File: config.mk
export PLATFORM = sky130hd
export DESIGN_NAME = led7seg_display
export DESIGN_NICKNAME = d
export VERILOG_FILES = /design/src/rtl/led7seg_display.sv
export SDC_FILE = /design/constraint.sdc
export NUM_CORES = 1
export LEC_CHECK = 0
export CORE_ASPECT_RATIO = 0.6
export CORE_UTILIZATION = 45
export CTS_CLUSTER_DIAMETER = 150
export DETAILED_ROUTE_END_ITERATION = 8
export PLACE_DENSITY = 0.66
export SLEW_MARGIN = 20
export SYNTH_ARGS = -nofsm -noshare
export SYNTH_HDL_FRONTEND = slang
export SYNTH_SLANG_ARGS = --single-unit
File: constraint.sdc
create_clock -name clk -period 4.1 [get_ports clk]
set_input_delay 0.615 -clock clk [delete_from_list [all_inputs] [get_ports clk]]
set_output_delay 0.615 -clock clk [all_outputs]
set_load 0.02 [all_outputs]
File: src/rtl/led7seg_display.sv
// Multi-digit 7-segment controller: hex/decimal display with a double-dabble
// converter, leading-zero blanking, per-digit blink, overflow dash and optional inversion.
module led7seg_display #(
  parameter int unsigned DIGITS     = 8,
  parameter int unsigned BLINK_DIV  = 24,
  parameter bit          ACTIVE_LOW = 1'b0
) (
  input  logic                  clk,
  input  logic                  rst,
  input  logic                  load,
  input  logic [4*DIGITS-1:0]   value,
  input  logic                  mode,
  input  logic                  lz_blank,
  input  logic [DIGITS-1:0]     blink_mask,
  input  logic                  en,
  output logic                  busy,
  output logic                  overflow,
  output logic [7*DIGITS-1:0]   seg
);

  localparam int unsigned W  = 4 * DIGITS;
  localparam int unsigned SW = 7 * DIGITS;
  localparam int unsigned CW = $clog2(W);

  function automatic logic [63:0] pow10(input int unsigned n);
    logic [63:0] r;
    r = 64'd1;
    for (int k = 0; k < int'(n); k++) r = r * 64'd10;
    return r;
  endfunction

  localparam logic [63:0] LIMIT = pow10(DIGITS);

  function automatic logic [6:0] glyph(input logic [3:0] n);
    logic [6:0] g;
    case (n)
      4'h0: g = 7'h3F;
      4'h1: g = 7'h06;
      4'h2: g = 7'h5B;
      4'h3: g = 7'h4F;
      4'h4: g = 7'h66;
      4'h5: g = 7'h6D;
      4'h6: g = 7'h7D;
      4'h7: g = 7'h07;
      4'h8: g = 7'h7F;
      4'h9: g = 7'h6F;
      4'hA: g = 7'h77;
      4'hB: g = 7'h7C;
      4'hC: g = 7'h39;
      4'hD: g = 7'h5E;
      4'hE: g = 7'h79;
      default: g = 7'h71;
    endcase
    return g;
  endfunction

  typedef enum logic {IDLE, CONV} state_e;

  state_e               state_q, state_d;
  logic                 busy_q, busy_d;
  logic                 ovf_q, ovf_d;
  logic                 dash_q, dash_d;
  logic [W-1:0]         digits_q, digits_d;
  logic [W-1:0]         shift_q, shift_d;
  logic [W-1:0]         bcd_q, bcd_d;
  logic [CW-1:0]        cnt_q, cnt_d;
  logic [BLINK_DIV-1:0] blink_q, blink_d;

  logic [W-1:0]         bcd_adj;
  logic [W-1:0]         bcd_shift;
  logic [SW-1:0]        seg_raw;
  logic [3:0]           nib;
  logic [6:0]           g_sel;
  logic                 zero_run;

  // Next-state: load handling, one double-dabble step per CONV cycle.
  always_comb begin
    state_d  = state_q;
    busy_d   = busy_q;
    ovf_d    = ovf_q;
    dash_d   = dash_q;
    digits_d = digits_q;
    shift_d  = shift_q;
    bcd_d    = bcd_q;
    cnt_d    = cnt_q;
    blink_d  = blink_q + BLINK_DIV'(1);
    bcd_adj  = bcd_q;

    for (int i = 0; i < int'(DIGITS); i++) begin
      if (bcd_q[4*i +: 4] >= 4'd5) bcd_adj[4*i +: 4] = bcd_q[4*i +: 4] + 4'd3;
    end
    bcd_shift = {bcd_adj[W-2:0], shift_q[W-1]};

    unique case (state_q)
      IDLE: begin
        if (load) begin
          if (!mode) begin
            digits_d = value;
            dash_d   = 1'b0;
            ovf_d    = 1'b0;
          end else if (64'(value) >= LIMIT) begin
            dash_d   = 1'b1;
            ovf_d    = 1'b1;
          end else begin
            shift_d  = value;
            bcd_d    = '0;
            cnt_d    = '0;
            busy_d   = 1'b1;
            state_d  = CONV;
          end
        end
      end
      CONV: begin
        bcd_d   = bcd_shift;
        shift_d = {shift_q[W-2:0], 1'b0};
        cnt_d   = cnt_q + CW'(1);
        if (cnt_q == CW'(W - 1)) begin
          digits_d = bcd_shift;
          dash_d   = 1'b0;
          ovf_d    = 1'b0;
          busy_d   = 1'b0;
          state_d  = IDLE;
        end
      end
      default: state_d = IDLE;
    endcase
  end

  always_ff @(posedge clk) begin
    if (rst) begin
      state_q  <= IDLE;
      busy_q   <= 1'b0;
      ovf_q    <= 1'b0;
      dash_q   <= 1'b0;
      digits_q <= '0;
      shift_q  <= '0;
      bcd_q    <= '0;
      cnt_q    <= '0;
      blink_q  <= '0;
    end else begin
      state_q  <= state_d;
      busy_q   <= busy_d;
      ovf_q    <= ovf_d;
      dash_q   <= dash_d;
      digits_q <= digits_d;
      shift_q  <= shift_d;
      bcd_q    <= bcd_d;
      cnt_q    <= cnt_d;
      blink_q  <= blink_d;
    end
  end

  // Per-digit priority; scan from the top so zero_run covers D[i..DIGITS-1].
  always_comb begin
    seg_raw  = '0;
    nib      = '0;
    g_sel    = '0;
    zero_run = 1'b1;
    for (int i = int'(DIGITS) - 1; i >= 0; i--) begin
      nib      = digits_q[4*i +: 4];
      zero_run = zero_run & (nib == 4'd0);
      if (!en)                                  g_sel = 7'h00;
      else if (blink_q[BLINK_DIV-1] && blink_mask[i]) g_sel = 7'h00;
      else if (dash_q)                          g_sel = 7'h40;
      else if (lz_blank && (i > 0) && zero_run) g_sel = 7'h00;
      else                                      g_sel = glyph(nib);
      seg_raw[7*i +: 7] = g_sel;
    end
  end

  assign seg      = ACTIVE_LOW ? ~seg_raw : seg_raw;
  assign busy     = busy_q;
  assign overflow = ovf_q;

endmodule

==> flow_summary.rst <==
.. list-table::
   :header-rows: 1

   * - Metric
     - Value
   * - Outcome
     - complete, no violations
   * - Adder-Cell Fraction of Synth Area
     - 9.21%
   * - Effective utilization at floorplan
     - about 46%
   * - Psw
     - 1.17 mW
   * - Syn-to-layout area delta
     - 18.4%
   * - Overall Global Routing Usage
     - 22.2%
   * - Endpoint required time on the critical path
     - 3.48 ns
   * - Number of endpoints with negative hold slack in the final report
     - 0
   * - Combinational family with the most area after synthesis
     - simple AND/OR/NAND/NOR gates
   * - Flip-flop cell with the highest count after synthesis
     - dfxtp_1
   * - Count leader, synth
     - dfxtp_1
   * - Total setup violations reported at the end of the flow
     - 0
   * - Worst hold margin
     - 0.450 ns
   * - Pin slew with the least headroom to its limit
     - around 0.75 ns
   * - Hold Startpoint
     - blink_q[0]$_SDFF_PP0_
   * - Yosys warns
     - 0
   * - Ratio of final minimum period to clock period
     - 89.9%
   * - Max FO, Critical Path
     - 6
   * - Part of the total power dissipated in sequential elements
     - 44.7%
   * - Critical setup path kind
     - register to primary output
   * - Wire per inst
     - approximately 16 um
   * - Total number of H-tree levels
     - 4
   * - Number of instances resized during post-cts repair
     - 0
   * - Core box area
     - around 22000 um^2
   * - Initial detailed-routing violation count
     - 565
   * - DRT antenna net count
     - 0
   * - Endpoint arrival time on the critical path
     - 3.07 ns
   * - Total via count after detailed routing
     - 8686
   * - Mapped Cells
     - 1213
   * - Number of antenna repair diodes
     - 0
   * - Worst Hold Class
     - register to register
   * - Category of cells accounting for the largest share of critical-path delay
     - simple AND/OR/NAND/NOR gates
   * - Register bit count reported by yosys
     - 184
   * - Clock-pin transition on the worst setup and hold timing paths
     - 0.07 ns
   * - Antenna violations before repair
     - 0
   * - Final critical delay including setup and external delays
     - about 3.7 ns
   * - Largest net degree at the start of global routing
     - 52
   * - Half-perimeter wire length of the detailed placement result
     - 18300 um
   * - Number of I/O pins
     - between 100 and 150
   * - TNS Setup
     - 0 ns
   * - Total clock sinks
     - roughly 180
   * - Worst-path cell chain
     - nor4_1 > nand4_1 > nor3_1 > nand2_1 > and3_1 > and2_1 > clkdlybuf4s50_1
   * - TritonRoute pass-1 iters
     - 5
   * - Worst path max stage delay
     - 0.55 ns
   * - Launch point of the critical path
     - digits_q[20]$_SDFFE_PP0N_
   * - Internal power
     - 3.09 mW
   * - Nets
     - 1417
   * - Worst-case hold path end point
     - blink_q[0]$_SDFF_PP0_
   * - Average instance area after synthesis
     - roughly 8.4 um^2
   * - Via count of the first global-routing pass
     - 8145
   * - Hold buffer count at cts
     - 0
   * - Total number of placement rows
     - 42
   * - Maximum VDD drop
     - 0.309 mV
   * - # Post-CTS Setup Buffers
     - 0
   * - Post-synthesis share of cell area spent on xor and xnor gates
     - between 2 and 3%
   * - Post-synthesis compound-gate area fraction
     - 18.8%
   * - Fill cell instance count of the final layout
     - 2024
   * - Achievable clock frequency
     - ~270 MHz
   * - CTS Root Buffer Type
     - clkbuf_16
   * - Remaining global-route overflow
     - 0
   * - Async set-reset flop share out of synthesis
     - 0%
   * - DRT Wirelength
     - 25100 um
   * - Simple-gate area share of the yosys netlist
     - 22.8%
   * - Fraction of layout instances using a drive strength above 1
     - under 10%
   * - Share of synthesized area occupied by flip-flops and latches
     - 36.1%
   * - Multiplexer share of the synthesized area
     - roughly 3.9%
   * - Total of buffers placed on input and output ports
     - 103
   * - Min-Delay Path Depth
     - 1
   * - CTS Buffer Depth
     - 2
   * - Clock latency reported for the late side of the worst-skew pair
     - 0.44 ns
   * - Overall die height
     - about 120 um
   * - Proportion of power drawn by combinational gates
     - approximately 17%
   * - Clock tree from TritonCTS
     - done
   * - Top area cells in the synthesized netlist
     - dfxtp_1 (36%), ha_1 (9.2%), a21oi_1 (4.9%)
   * - Cell types with the highest counts after synthesis
     - dfxtp_1 (184), nand2_1 (112), a21oi_1 (100)
   * - Crit. End Element
     - primary output
   * - Residual DRC count
     - 0
   * - Number of distinct library cells after synthesis
     - 63
   * - Register-to-Register Setup Slack
     - about 0.67 ns
   * - Via/cell ratio
     - 5.37
   * - First-pass GRT wire length
     - 41400 um
   * - Launch point of the worst reg-to-reg path
     - cnt_q[0]$_SDFFE_PP0P_
   * - RSZ-0062 raised after global routing
     - no
   * - Switch share
     - roughly 28%
   * - Final-report max-slew violation count
     - 0
   * - Syn nets
     - 1334
   * - CP Buf/Inv Count
     - 1
   * - Clock skew
     - between 0.01 and 0.015 ns
   * - Area enclosed by the die boundary
     - 23300 um^2
   * - TritonCTS buffer count
     - 17
   * - Leak
     - 4.59 nW
   * - Worst reg2reg path depth
     - 11
   * - Cell type with the highest aggregate area in the netlist
     - dfxtp_1
   * - Number of max-capacitance violations reported
     - 0
   * - Die Span X
     - 196 um
   * - Slew Limit Headroom
     - 50.1%
   * - Power Density
     - 353 nW/um^2
   * - Share of the synthesized area in the top cell type
     - around 36%
   * - Number of flops mapped to enable cells by yosys
     - 0
   * - Crit path launch type
     - register
   * - Post-layout util
     - 54.6%
   * - Highest-delay cell along the critical path
     - clkdlybuf4s50_1
   * - Syn Std Cell Area
     - 10200 um^2
   * - Routability congestion estimate from global placement
     - 0.859
   * - Clock group share of total power
     - 38.0%
==> per-stage QoR <==
| step | cells | power [mW] | cell area (um^2) | setup WS, ns |
|---|---|---|---|---|
| floorplan | 1213 | 2.38 | 10200 | 1.05 |
| detailed placement | 1585 | 2.68 | 11500 | 0.428 |
| global placement | 1585 | 2.67 | 11500 | 0.456 |
| finish | 1617 | 4.26 | 12100 | 0.415 |
| CTS | 1617 | 4.30 | 12100 | 0.406 |
| global route | 1617 | 4.45 | 12100 | 0.182 |
==> worst max-delay path by stage <==
| stage | to | slack [ns] | cells past startpoint |
|---|---|---|---|
| after global placement | register | 0.46 | 10 |
| after global routing | register | 0.18 | 11 |
| after detailed placement | register | 0.43 | 10 |
| after floorplan | register | 1.05 | 14 |
| after CTS | seg[10] | 0.41 | 7 |
| final | seg[10] | 0.41 | 7 |
==> per-layer routing <==
layer / routed length [um] / global-route usage [%] / vias to the layer above
met5: 0 / 0 / -
met4: 320 / 5.42 / 0
met3: 1190 / 4.77 / 25
met2: 11300 / 34.7 / 173
met1: 12300 / 31.0 / 4079
li1: - / - / 4409
==> cells in the final DEF (no fill, tap or decap), types with 11 or more instances in the layout <==
cell,synthesis,routed
a21oi_1,100,100
nor2_1,91,91
nand2b_1,18,18
o21ai_0,33,33
mux2i_1,30,30
or3_1,11,11
xnor2_1,19,19
dfxtp_1,184,183
a2111oi_1,16,16
a311oi_1,11,11
inv_1,80,80
clkdlybuf4s50_1,0,102
buf_4,2,33
and2_1,55,55
and3_1,21,21
o22a_1,14,14
nor3b_1,11,11
ha_1,75,75
clkbuf_16,0,17
xor2_1,13,13
a211o_1,14,14
nand2_1,112,112
nor3_1,64,64
nand3_1,33,33
==> power groups by stage <==
stage | Sequential, mW | Combinational, mW | Clock [mW]
floorplan | 1.93 | 0.448 | 0
global placement | 1.95 | 0.728 | 0
detailed placement | 1.95 | 0.735 | 0
CTS | 1.90 | 0.740 | 1.65
global route | 1.91 | 0.801 | 1.73
finish | 1.90 | 0.736 | 1.62
==> layout make-up <==
class | count | area (um^2) | area share (%)
Timing Repair Buffer | 135 | 1270 | 10.5
Inverter | 81 | 304 | 2.52
Sequential cell | 184 | 3690 | 30.5
Clock inverter | 13 | 121 | 1.01
Clock buffer | 19 | 453 | 3.75
Multi-Input combinational cell | 877 | 5850 | 48.5
Tap cell | 308 | 385 | 3.19
==> cell families (layout without fill, tap and decap cells) <==
group / count (synthesis) / in the layout
DFF: 184 / 184
AOI/OAI and AO/OA: 268 / 268
and+or+nand+nor: 463 / 463
muxes: 39 / 39
xor gates and xnor gates: 32 / 32
buffers and inverters: 152 / 248
adders and majority gates: 75 / 75
Note: power is estimated with default switching activity, not from simulation.
